==> src/rtl/spi_reg_bridge.sv <==
// spi_reg_bridge: SPI byte stream -> single-cycle register bus protocol engine.
// Latency: write strobe 1 clk after rxd_flag; first read byte on txd_data 3 clk after the
//   command byte, streamed read bytes 1 clk after each rxd_flag (prefetched).
// Backpressure: none; the SPI master paces the frame, and cs rise aborts any pending access.
// Ports:
//   clk, rst            - system clock, async active-high reset
//   cs                  - raw SPI chip select (active low, asynchronous to clk)
//   rxd_flag, rxd_out   - received-byte pulse and byte from the SPI slave
//   txd_data            - next byte to shift out on MISO
//   reg_addr, reg_wdata, reg_we, reg_re, reg_rdata - register bus (rdata valid 1 clk after re)
//   frame_active        - synchronised frame indicator
//   cmd_err             - sticky: frame ended before its command byte completed
module spi_reg_bridge #(
  parameter int unsigned ADDR_W      = 7,
  parameter bit          AUTO_INC    = 1'b1,
  parameter logic [7:0]  STATUS_BYTE = 8'hA5
) (
  input  logic              clk,
  input  logic              rst,
  input  logic              cs,
  input  logic              rxd_flag,
  input  logic [7:0]        rxd_out,
  output logic [7:0]        txd_data,
  output logic [ADDR_W-1:0] reg_addr,
  output logic [7:0]        reg_wdata,
  output logic              reg_we,
  output logic              reg_re,
  input  logic [7:0]        reg_rdata,
  output logic              frame_active,
  output logic              cmd_err
);

  localparam logic [2:0] IDLE      = 3'd0;
  localparam logic [2:0] CMD       = 3'd1;
  localparam logic [2:0] WR        = 3'd2;
  localparam logic [2:0] RD_ISSUE  = 3'd3;
  localparam logic [2:0] RD_FILL   = 3'd4;
  localparam logic [2:0] RD_STREAM = 3'd5;

  logic              cs_meta_q, cs_meta_d;
  logic              cs_s_q, cs_s_d;
  logic              cs_prev_q, cs_prev_d;
  logic [2:0]        state_q, state_d;
  logic [7:0]        txd_q, txd_d;
  logic [ADDR_W-1:0] addr_q, addr_d;
  logic [7:0]        wdata_q, wdata_d;
  logic              we_q, we_d;
  logic              re_q, re_d;
  logic              rd_pend_q, rd_pend_d;   // reg_rdata is valid this clk
  logic [7:0]        pf_buf_q, pf_buf_d;
  logic              pf_valid_q, pf_valid_d;
  logic              active_q, active_d;
  logic              cmd_err_q, cmd_err_d;

  logic              cs_fall;
  logic [ADDR_W-1:0] addr_next;

  assign cs_fall   = cs_prev_q & ~cs_s_q;
  // With AUTO_INC=0 the increment is zero, so the address holds for the whole frame.
  assign addr_next = addr_q + ADDR_W'(AUTO_INC);

  always_comb begin
    cs_meta_d  = cs;
    cs_s_d     = cs_meta_q;
    cs_prev_d  = cs_s_q;
    state_d    = state_q;
    txd_d      = txd_q;
    addr_d     = addr_q;
    wdata_d    = wdata_q;
    we_d       = 1'b0;
    re_d       = 1'b0;
    rd_pend_d  = re_q;
    pf_buf_d   = pf_buf_q;
    pf_valid_d = pf_valid_q;
    active_d   = active_q;
    cmd_err_d  = cmd_err_q;

    if ((state_q != IDLE) && cs_s_q) begin
      // Frame end has priority over a byte arriving in the same clk: the byte
      // is dropped and no strobe is issued.
      state_d    = IDLE;
      active_d   = 1'b0;
      txd_d      = STATUS_BYTE;
      pf_valid_d = 1'b0;
      rd_pend_d  = 1'b0;
      if (state_q == CMD) begin
        cmd_err_d = 1'b1;
      end
    end else begin
      case (state_q)
        IDLE: begin
          if (cs_fall) begin
            state_d   = CMD;
            active_d  = 1'b1;
            cmd_err_d = 1'b0;
            txd_d     = STATUS_BYTE;
          end
        end
        CMD: begin
          if (rxd_flag) begin
            addr_d = rxd_out[ADDR_W-1:0];
            if (rxd_out[7]) begin
              // reg_re is registered, so it is high during RD_ISSUE.
              state_d = RD_ISSUE;
              re_d    = 1'b1;
            end else begin
              state_d = WR;
            end
          end
        end
        WR: begin
          if (rxd_flag) begin
            wdata_d = rxd_out;
            we_d    = 1'b1;
          end
          // Advance only after the strobe has used the current address.
          if (we_q) begin
            addr_d = addr_next;
          end
        end
        RD_ISSUE: begin
          state_d = RD_FILL;
        end
        RD_FILL: begin
          // First byte goes straight to MISO; then prefetch the following one.
          txd_d   = reg_rdata;
          addr_d  = addr_next;
          re_d    = 1'b1;
          state_d = RD_STREAM;
        end
        RD_STREAM: begin
          if (rd_pend_q) begin
            pf_buf_d   = reg_rdata;
            pf_valid_d = 1'b1;
          end
          // MOSI content is ignored; the flag only marks that MISO consumed a byte.
          if (rxd_flag && pf_valid_q) begin
            txd_d      = pf_buf_q;
            pf_valid_d = 1'b0;
            addr_d     = addr_next;
            re_d       = 1'b1;
          end
        end
        default: begin
          state_d = IDLE;
        end
      endcase
    end
  end

  always_ff @(posedge clk or posedge rst) begin
    if (rst) begin
      cs_meta_q  <= 1'b1;
      cs_s_q     <= 1'b1;
      cs_prev_q  <= 1'b1;
      state_q    <= IDLE;
      txd_q      <= STATUS_BYTE;
      addr_q     <= '0;
      wdata_q    <= 8'h00;
      we_q       <= 1'b0;
      re_q       <= 1'b0;
      rd_pend_q  <= 1'b0;
      pf_buf_q   <= 8'h00;
      pf_valid_q <= 1'b0;
      active_q   <= 1'b0;
      cmd_err_q  <= 1'b0;
    end else begin
      cs_meta_q  <= cs_meta_d;
      cs_s_q     <= cs_s_d;
      cs_prev_q  <= cs_prev_d;
      state_q    <= state_d;
      txd_q      <= txd_d;
      addr_q     <= addr_d;
      wdata_q    <= wdata_d;
      we_q       <= we_d;
      re_q       <= re_d;
      rd_pend_q  <= rd_pend_d;
      pf_buf_q   <= pf_buf_d;
      pf_valid_q <= pf_valid_d;
      active_q   <= active_d;
      cmd_err_q  <= cmd_err_d;
    end
  end

  assign txd_data     = txd_q;
  assign reg_addr     = addr_q;
  assign reg_wdata    = wdata_q;
  assign reg_we       = we_q;
  assign reg_re       = re_q;
  assign frame_active = active_q;
  assign cmd_err      = cmd_err_q;

endmodule

==> config.mk <==
export PLATFORM = sky130hd
export DESIGN_NAME = spi_reg_bridge
export DESIGN_NICKNAME = d
export VERILOG_FILES = /design/src/rtl/spi_reg_bridge.sv
export SDC_FILE = /design/constraint.sdc
export NUM_CORES = 1
export LEC_CHECK = 0
export BUFFER_PORTS_ARGS = -buffer_cell sky130_fd_sc_hd__buf_2
export CAP_MARGIN = 20
export CORE_AREA = 2 2 49 86
export CTS_BUF_LIST = sky130_fd_sc_hd__clkbuf_4 sky130_fd_sc_hd__clkbuf_8
export DETAILED_ROUTE_END_ITERATION = 10
export DIE_AREA = 0 0 51 88
export HOLD_SLACK_MARGIN = 0.05
export PLACE_DENSITY = 0.84
export SLEW_MARGIN = 20
export SYNTH_ARGS = -nofsm -noshare
export SYNTH_HDL_FRONTEND = slang
export SYNTH_SLANG_ARGS = --single-unit
==> constraint.sdc <==
create_clock -name clk -period 2.75 [get_ports clk]
set_clock_uncertainty 0.1 [all_clocks]
set_input_delay 0.1375 -clock clk [delete_from_list [all_inputs] [get_ports clk]]
set_output_delay 0.1375 -clock clk [all_outputs]
set_load 0.01 [all_outputs]
### Yosys cells after proc, flatten, opt, wreduce, memory -nomap -nowiden

Cells that the tools add are included.

* bits in registers: 43
* input bits: 20
* output and inout bits: 27
* logic and storage cells: 83

* add/subtract/negate cells: 1
* equality and inequality tests: 13
* muxes and demuxes: 33
* bitwise gates (word level): 3
* reduce and logical (&&, ||, !) cells: 19

Operator list (count)
* $pmux 7 s4: 1
* $mux 8: 3
* $pmux 8 s3: 1
* $mux 7: 3
* $mux 1: 20
* $pmux 3 s5: 1
* $reduce_and 3->1: 5
* $mux 3: 3
* $ne 3x3->1 const B: 3
* $reduce_bool 4->1: 2
* $add 7x1->7 const B: 1
* $eq 3x2->1 const B: 2
* $eq 3x3->1 const B: 2
* $ne 2x2->1 const B: 3
* $reduce_bool 2->1: 3
* $reduce_bool 3->1: 2
* $reduce_and 5->1: 1
* $ne 2x1->1 const B: 2
* $reduce_and 2->1: 2
* $eq 3x1->1 const B: 1
* $logic_not 3->1: 1
* $pmux 1 s3: 1
* $logic_and 1x1->1: 2
* $not 1->1: 2
* other kinds (2): 2

### Longest topological paths before layout

Gate-level depths: netlist (run 1).

* depth in word-level cells: 5
* depth in mapped cells: 7
* depth with buffers taken out: 6

### Worst setup path after synthesis (run 1)

Ideal clock, no wire load.

* path type: reg2reg
* from: register cs_prev_q
* to: register txd_q[0], in the netlist txd_data[0]
* library setup time: 0.082 ns
* arrival: 1.561 ns
* data required time: 2.568 ns
* slack: 1.007 ns
* stages on the path, launching flop included: 6
* path buffers: 0
* clock period less this slack: 1.743 ns
* path through: dfstp_2 > nor2b_1 > o21bai_1 > a21oi_2 > nand2b_2 > mux2_2

* word-level cells in the longest chain between the ends: 3

Ends and longest elaborated chain
* from (decl): RTL line 42 `logic cs_prev_q, cs_prev_d;`
* from (signal assigned): RTL line 170 `cs_prev_q <= cs_prev_d;`
* $and 1x1->1: RTL line 58 `assign cs_fall = cs_prev_q & ~cs_s_q;`
* $ne 3x3->1 (no line)
* $reduce_and 3->1 (no line)
* to (signal assigned): RTL line 172 `txd_q <= txd_d;`
* to (decl): RTL line 44 `logic [7:0] txd_q, txd_d;`

No other way between the ends.
A chain may end at the register's enable or synchronous reset.

### Worst setup path after layout (run 1)

* from: register state_q[2]
* to: register pf_buf_q[1]

* word-level cells in the longest chain between the ends: 4
* elaborated cells between the ends (all ways): 5
* those cells by class: eq/ne (1); bitwise (1); reduce/logical (3)

Ends and longest elaborated chain
* from (decl): RTL line 43 `logic [2:0] state_q, state_d;`
* from (signal assigned): RTL line 171 `state_q <= state_d;`
* $reduce_bool 3->1: RTL line 78 `if ((state_q != IDLE) && cs_s_q) begin`
* $logic_and 1x1->1: RTL line 78
* $not 1->1 (no line)
* $reduce_and 3->1 (no line) *
* to (signal assigned): RTL line 178 `pf_buf_q <= pf_buf_d;`
* to (decl): RTL line 50 `logic [7:0] pf_buf_q, pf_buf_d;`

Mark *: on every way between the ends. The rest lies on a longest branch, timed or not.

==> out/qor.txt, run 1 <==
Reg power frac - 50.5%
Setup TNS - 0 ns
Largest net degree at the start of global routing - 44
Die Wd - 51 µm
Post-Syn Instances - 199
Critical path type - reg -> reg
Slew of the pin with the lowest slew margin - 0.530 ns
Vias in the first global route - 1746
Area Growth Syn to Fin - 25.2%
Leak - 1.22 nW
Netlist cell types - 37
Crit. End Element - flop
Primary FF master, synth - dfrtp_1
Post-synthesis sequential area ratio - 52.7%
TritonCTS clock tree - yes
Global route total overflow - 0
Power Dens Cells - 640 nW/µm²
Met3 usage - 4.27%
Worst EP required - 2.84 ns
Slew Viols, Final - 0
WHS Path Cells - 3
Cts repair resizes - 0
CP startpoint - state_q[2]
Wire per inst - 14.7 µm
Initial cell density of the core - 54.3%
Initial antenna violation count - 0
RSZ-0062 raised after global routing - false
Final setup vio count - 0
Area share of the largest cell type after synthesis - 43.8%
Vias - 1666
Post-synth EDFFs - 0
Max cap viols - 0
Utilization after layout - 68.0%
I/O pins - 47
Worst r2r path cells - 3
Cell with the most instances after synthesis - dfrtp_1
Max Fclk - 477 MHz
CP startpoint kind - flop
Post-place setup slack - 0.721 ns
DRT iter0 DRCs - 25
Hold Crit Start - rxd_out[7]
CTS sink count - 43
CTS Buf Count - 5
Layout Nets - 284
Reg2Reg Setup Slack - 0.65 ns
Die footprint - 4490 µm²
Combinational power share - 24.7%
First-pass GRT wire length - 7.62 mm
Final WL - 4.57 mm
Core area - 3790 µm²
Reg area - 1080 µm²
Area leader, netlist - dfrtp_1
Synth Register Bits - 43
Vias/cell - 5.34
Number of fill cells - 305
Status - finished, final reports clean
Clock power frac - 24.9%
GPL Wtd Cong - 0.798
Tmin final - 2.10 ns
Syn_area_per_cell - 10.3 µm²
Share of cells above drive strength 1 - 32.6%
ANT nets after route - 0
Crit path DAT - 2.18 ns
Hpwl dp - 3.23 mm
Multi-input gate area in the final layout - 893 µm²
Switch Pwr - 0.535 mW
Clock slew at reported path FFs - 0.09 ns
Switching Fraction - 32.4%
Syn Nets - 220
Met1 usage - 23.2%
Crit path max fanout - 16
Total iterations of the first detailed-routing run - 4
Reg-to-Reg Start - state_q[2]
DRC errors left - 0
Ranking of synthesized cells by area - dfrtp_1 (44%), dfstp_2 (8.9%), mux2_2 (6.6%)
Clock Tree Buf Depth - 2
Final hold viol count - 0
Busiest grt layer - met2
Site Rows - 30
Fin crit share - 76.2%
Top post-synthesis cells by count - dfrtp_1 (36), nand2_1 (34), nor2_1 (16), a21oi_1 (15), mux2i_1 (13)
Setup ws final - 0.655 ns
R2R Path End - pf_buf_q[1]
Ys Warns - 0
Worst-skew pair later-pin latency - 0.30 ns
Worst rel slew slack - 64.7%
Diode count - 0
Htree depth - 2
Peak ir drop on the vdd network - 0.000555 V
Int Pwr - 1.11 mW
Port buffer count - 46
Root buffer cell - clkbuf_8
Total track usage - 22.8%
Hold Crit Class - in -> reg
Die Y - 88 µm
Hold worst-path end - reg_wdata[7]
Post-synth ARST share - 100%
GR Util met2 - 43.6%
Post-Syn Area - 2060 µm²
layout by cell type (no fill, tap or decap), drive strengths merged:
cell type	n
a21oi	17
a31oi	3
and3	2
and4bb	1
buf	50
clkbuf	6
clkinv	1
clkinvlp	1
dfrtp	36
dfstp	7
dlygate4sd3	17
ha	1
inv	5
mux2	13
mux2i	13
nand2	34
nand2b	6
nand3	7
nand3b	1
nand4b	1
nor2	16
nor2b	3
nor3	4
nor4	1
o21a	2
o21ai	9
o21bai	1
o22ai	3
or2	1
or3	1
or4b	1
worst max-delay path, stage by stage (launching register included):
cell and delay, ns:
dfrtp_1 0.64, nand2b_1 0.38, nor3_4 0.48, mux2_2 0.38
stage by stage:
step | hold WS (ns) | cell area (µm²) | power [mW] | std cells
4_1_cts | 0.0799 | 2580 | 1.66 | 312
2_1_floorplan | 0.0420 | 2060 | 1.07 | 199
3_5_place_dp | 0.144 | 2320 | 1.23 | 287
6_report | 0.0768 | 2580 | 1.65 | 312
5_1_grt | 0.0957 | 2580 | 1.75 | 312
3_3_place_gp | 0.144 | 2320 | 1.22 | 287
cell families (layout without fill, tap and decap cells):
group                    Yosys count  count (layout)  share of synthesized area, %
flip-flops                        43              43                          52.7
multiplexers                      26              26                          13.6
AND/OR/NAND/NOR                   79              79                          19.2
AO/OA/AOI/OAI                     35              35                          9.97
adder cells (fa/ha/maj)            1               1                         0.608
buffers and inverters             15              80                          3.89
power by group through the flow:
stage / registers, mW / logic [mW] / clock network [mW]
detailed placement: 0.843 / 0.390 / 0
global placement: 0.843 / 0.378 / 0
finish: 0.832 / 0.407 / 0.410
global route: 0.848 / 0.461 / 0.438
floorplan: 0.863 / 0.204 / 0
CTS: 0.832 / 0.412 / 0.412
what timing repair did:
action / CTS / global route
hold buffers: 17 / 0
buffers inserted: 0 / 0
hold endpoints to repair: 54 / 0
worst max-delay path by stage:
stage,to,slack [ns],cells past startpoint
6_report,pf_buf_q[1],0.65,3
5_1_grt,pf_buf_q[4],0.54,3
4_1_cts,pf_buf_q[1],0.70,3
3_5_place_dp,pf_buf_q[2],0.72,3
3_3_place_gp,reg_wdata[0],0.77,3
2_1_floorplan,txd_data[0],1.01,5
state kept, by name (all words and copies together), names as in the netlist:
signal and flops:
pf_buf_q 8, reg_wdata 8, txd_data 8, reg_addr 7, state_q 3, cmd_err 1, cs_meta_q 1, cs_prev_d 1
cs_prev_q 1, frame_active 1, pf_valid_q 1, rd_pend_q 1, reg_re 1, reg_we 1
area by class of cell:
class | instances | share of cell area, %
Clock buffer | 6 | 2.96
Multi-Input combinational cell | 141 | 34.7
Clock inverter | 2 | 0.486
Inverter | 5 | 0.729
Sequential cell | 43 | 42.1
Timing Repair Buffer | 67 | 16.7
Tap cell | 48 | 2.33
per-layer routing:
metal / wire [µm] / vias up
met1: 1740 / 810
met3: 176 / 9
met4: 104 / 0
met5: 0 / -
met2: 2550 / 42
li1: - / 805
Power figures use the tool's default switching activity.
==> inputs of run 2 (changes only) <==
Settings changed: CORE_AREA 2 2 49 86 to 2 2 50 86, DIE_AREA 0 0 51 88 to 0 0 52 88, PLACE_DENSITY 0.84 to 0.82.
Clock period 2.75 ns to 2 ns, I/O delays scaled along.
==> run 2 against run 1 <==
  * Non-clock buffer count grew 8
  * First-iteration DRC count is 16% lower
  * Critical endpoint is now pf_buf_q[0]
  * Highest routed layer unchanged
  * Count of clock-buffer cells in the layout down 1
  * Worst setup slack got worse by 0.56 ns
  * Largest cell class unchanged
  * Die area is 2.0% higher
==> out/qor.txt, run 2 (synthesized netlist as in run 1, its figures left out) <==
Int Pwr - 1.54 mW
Tot Pwr - 2.29 mW
Initial antenna violation count - 0
Vias - 1675
Worst EP required - 2.09 ns
Hpwl dp - 3.13 mm
DRT iter0 DRCs - 21
CTS Buf Count - 5
Leak - 1.26 nW
GPL Wtd Cong - 0.762
Total track usage - 22.1%
WHS - 0.122 ns
Worst-skew pair later-pin latency - 0.30 ns
Peak ir drop on the vdd network - 0.000682 V
Initial cell density of the core - 53.2%
WHS Path Cells - 4
Reg-to-Reg Start - state_q[0]
DRC errors left - 0
Htree depth - 2
Die footprint - 4580 µm²
Final hold viol count - 0
Most frequent cells in the layout - buf_2 (46), dfrtp_1 (36), nand2_1 (34)
Hold Crit Class - in -> reg
Clock Tree Buf Depth - 2
CTS sink count - 43
Die Wd - 52 µm
Critical path type - reg -> reg
Most common cell after layout, fill and taps aside - buf_2
Reg power frac - 49.6%
Diode count - 0
Final setup vio count - 0
Hold worst-path end - state_q[0]
Slew of the pin with the lowest slew margin - 0.528 ns
Hold Crit Start - rxd_flag
Total iterations of the first detailed-routing run - 4
Crit path max fanout - 9
Vias in the first global route - 1757
ANT nets after route - 0
Area Growth Syn to Fin - 28.5%
Site Rows - 30
Global route total overflow - 0
Clock power frac - 25.1%
Port buffer count - 46
Die Y - 88 µm
Core area - 3870 µm²
Switching Fraction - 32.9%
Power Dens Cells - 865 nW/µm²
R2R Path End - pf_buf_q[0]
Max cap viols - 0
Crit. End Element - flop
Wire per inst - 13.8 µm
CP startpoint kind - flop
Status - finished, final reports clean
Vias/cell - 5.23
RSZ-0062 raised after global routing - false
Final WL - 4.41 mm
Fin crit share - 95.4%
Reg2Reg Setup Slack - 0.09 ns
Layout Nets - 292
Worst r2r path cells - 5
Root buffer cell - clkbuf_8
Max Fclk - 524 MHz
Switch Pwr - 0.752 mW
Slew Viols, Final - 0
I/O pins - 47
First-pass GRT wire length - 7.55 mm
TritonCTS clock tree - yes
Largest net degree at the start of global routing - 44
Worst rel slew slack - 64.8%
Share of cells above drive strength 1 - 34.6%
Tmin final - 1.91 ns
Setup TNS - 0 ns
Combinational power share - 25.3%
Clock slew at reported path FFs - 0.08 ns
Crit path DAT - 1.99 ns
## run 2: layer usage
metal / track usage [%] / routed length [µm] / vias up
met5: 0 / 0 / -
met4: 10.0 / 107 / 0
met3: 4.61 / 151 / 12
met2: 40.2 / 2420 / 34
met1: 23.7 / 1730 / 806
li1: - / - / 823
## run 2: metrics by stage
stage | utilization, % | setup WS, ns | area [µm²] | cells
2_1_floorplan | - | 0.257 | 2060 | 199
3_3_place_gp | 61.3 | 0.159 | 2370 | 294
3_5_place_dp | 61.3 | 0.0913 | 2370 | 294
4_1_cts | 68.3 | 0.0725 | 2640 | 320
5_1_grt | 68.4 | 0.00500 | 2650 | 320
6_report | 68.4 | 0.0918 | 2650 | 320
## run 2: timing repair
item,in CTS,in global routing
hold endpoints to repair,59,0
setup buffers,0,0
hold buffers,18,0
gates resized for setup,0,1
setup endpoints to repair,0,1
## run 2: layout make-up
cell class	instances	area (µm²)
clock inverters	3	23.8
inverters	5	18.8
fillers	325	1220
flip-flops and latches	43	1080
clock buffers	5	68.8
well taps	48	60.1
repair buffers	75	493
multi-input cells	141	896
## run 2: critical path, cell delays in order (launching register included)
cell and delay, ns:
dfrtp_1 0.45, buf_4 0.19, nor3_2 0.17, nor2b_1 0.11, nor3_4 0.40, mux2_2 0.38
## run 2: power groups by stage
stage | Clock, mW | Sequential, mW | Combinational [mW]
2_1_floorplan | 0 | 1.19 | 0.281
5_1_grt | 0.610 | 1.16 | 0.656
4_1_cts | 0.583 | 1.14 | 0.583
6_report | 0.573 | 1.14 | 0.579
3_5_place_dp | 0 | 1.15 | 0.555
3_3_place_gp | 0 | 1.15 | 0.541
## run 2: worst max path at each step
stage	startpoint	end	slack, ns	cells past startpoint
2_1_floorplan	cs_prev_q	txd_data[0]	0.26	5
6_report	state_q[0]	pf_buf_q[0]	0.09	5
3_5_place_dp	state_q[0]	pf_buf_q[1]	0.09	5
5_1_grt	state_q[0]	pf_buf_q[1]	0.005	5
3_3_place_gp	state_q[1]	pf_buf_q[4]	0.16	3
4_1_cts	state_q[0]	pf_buf_q[1]	0.07	5
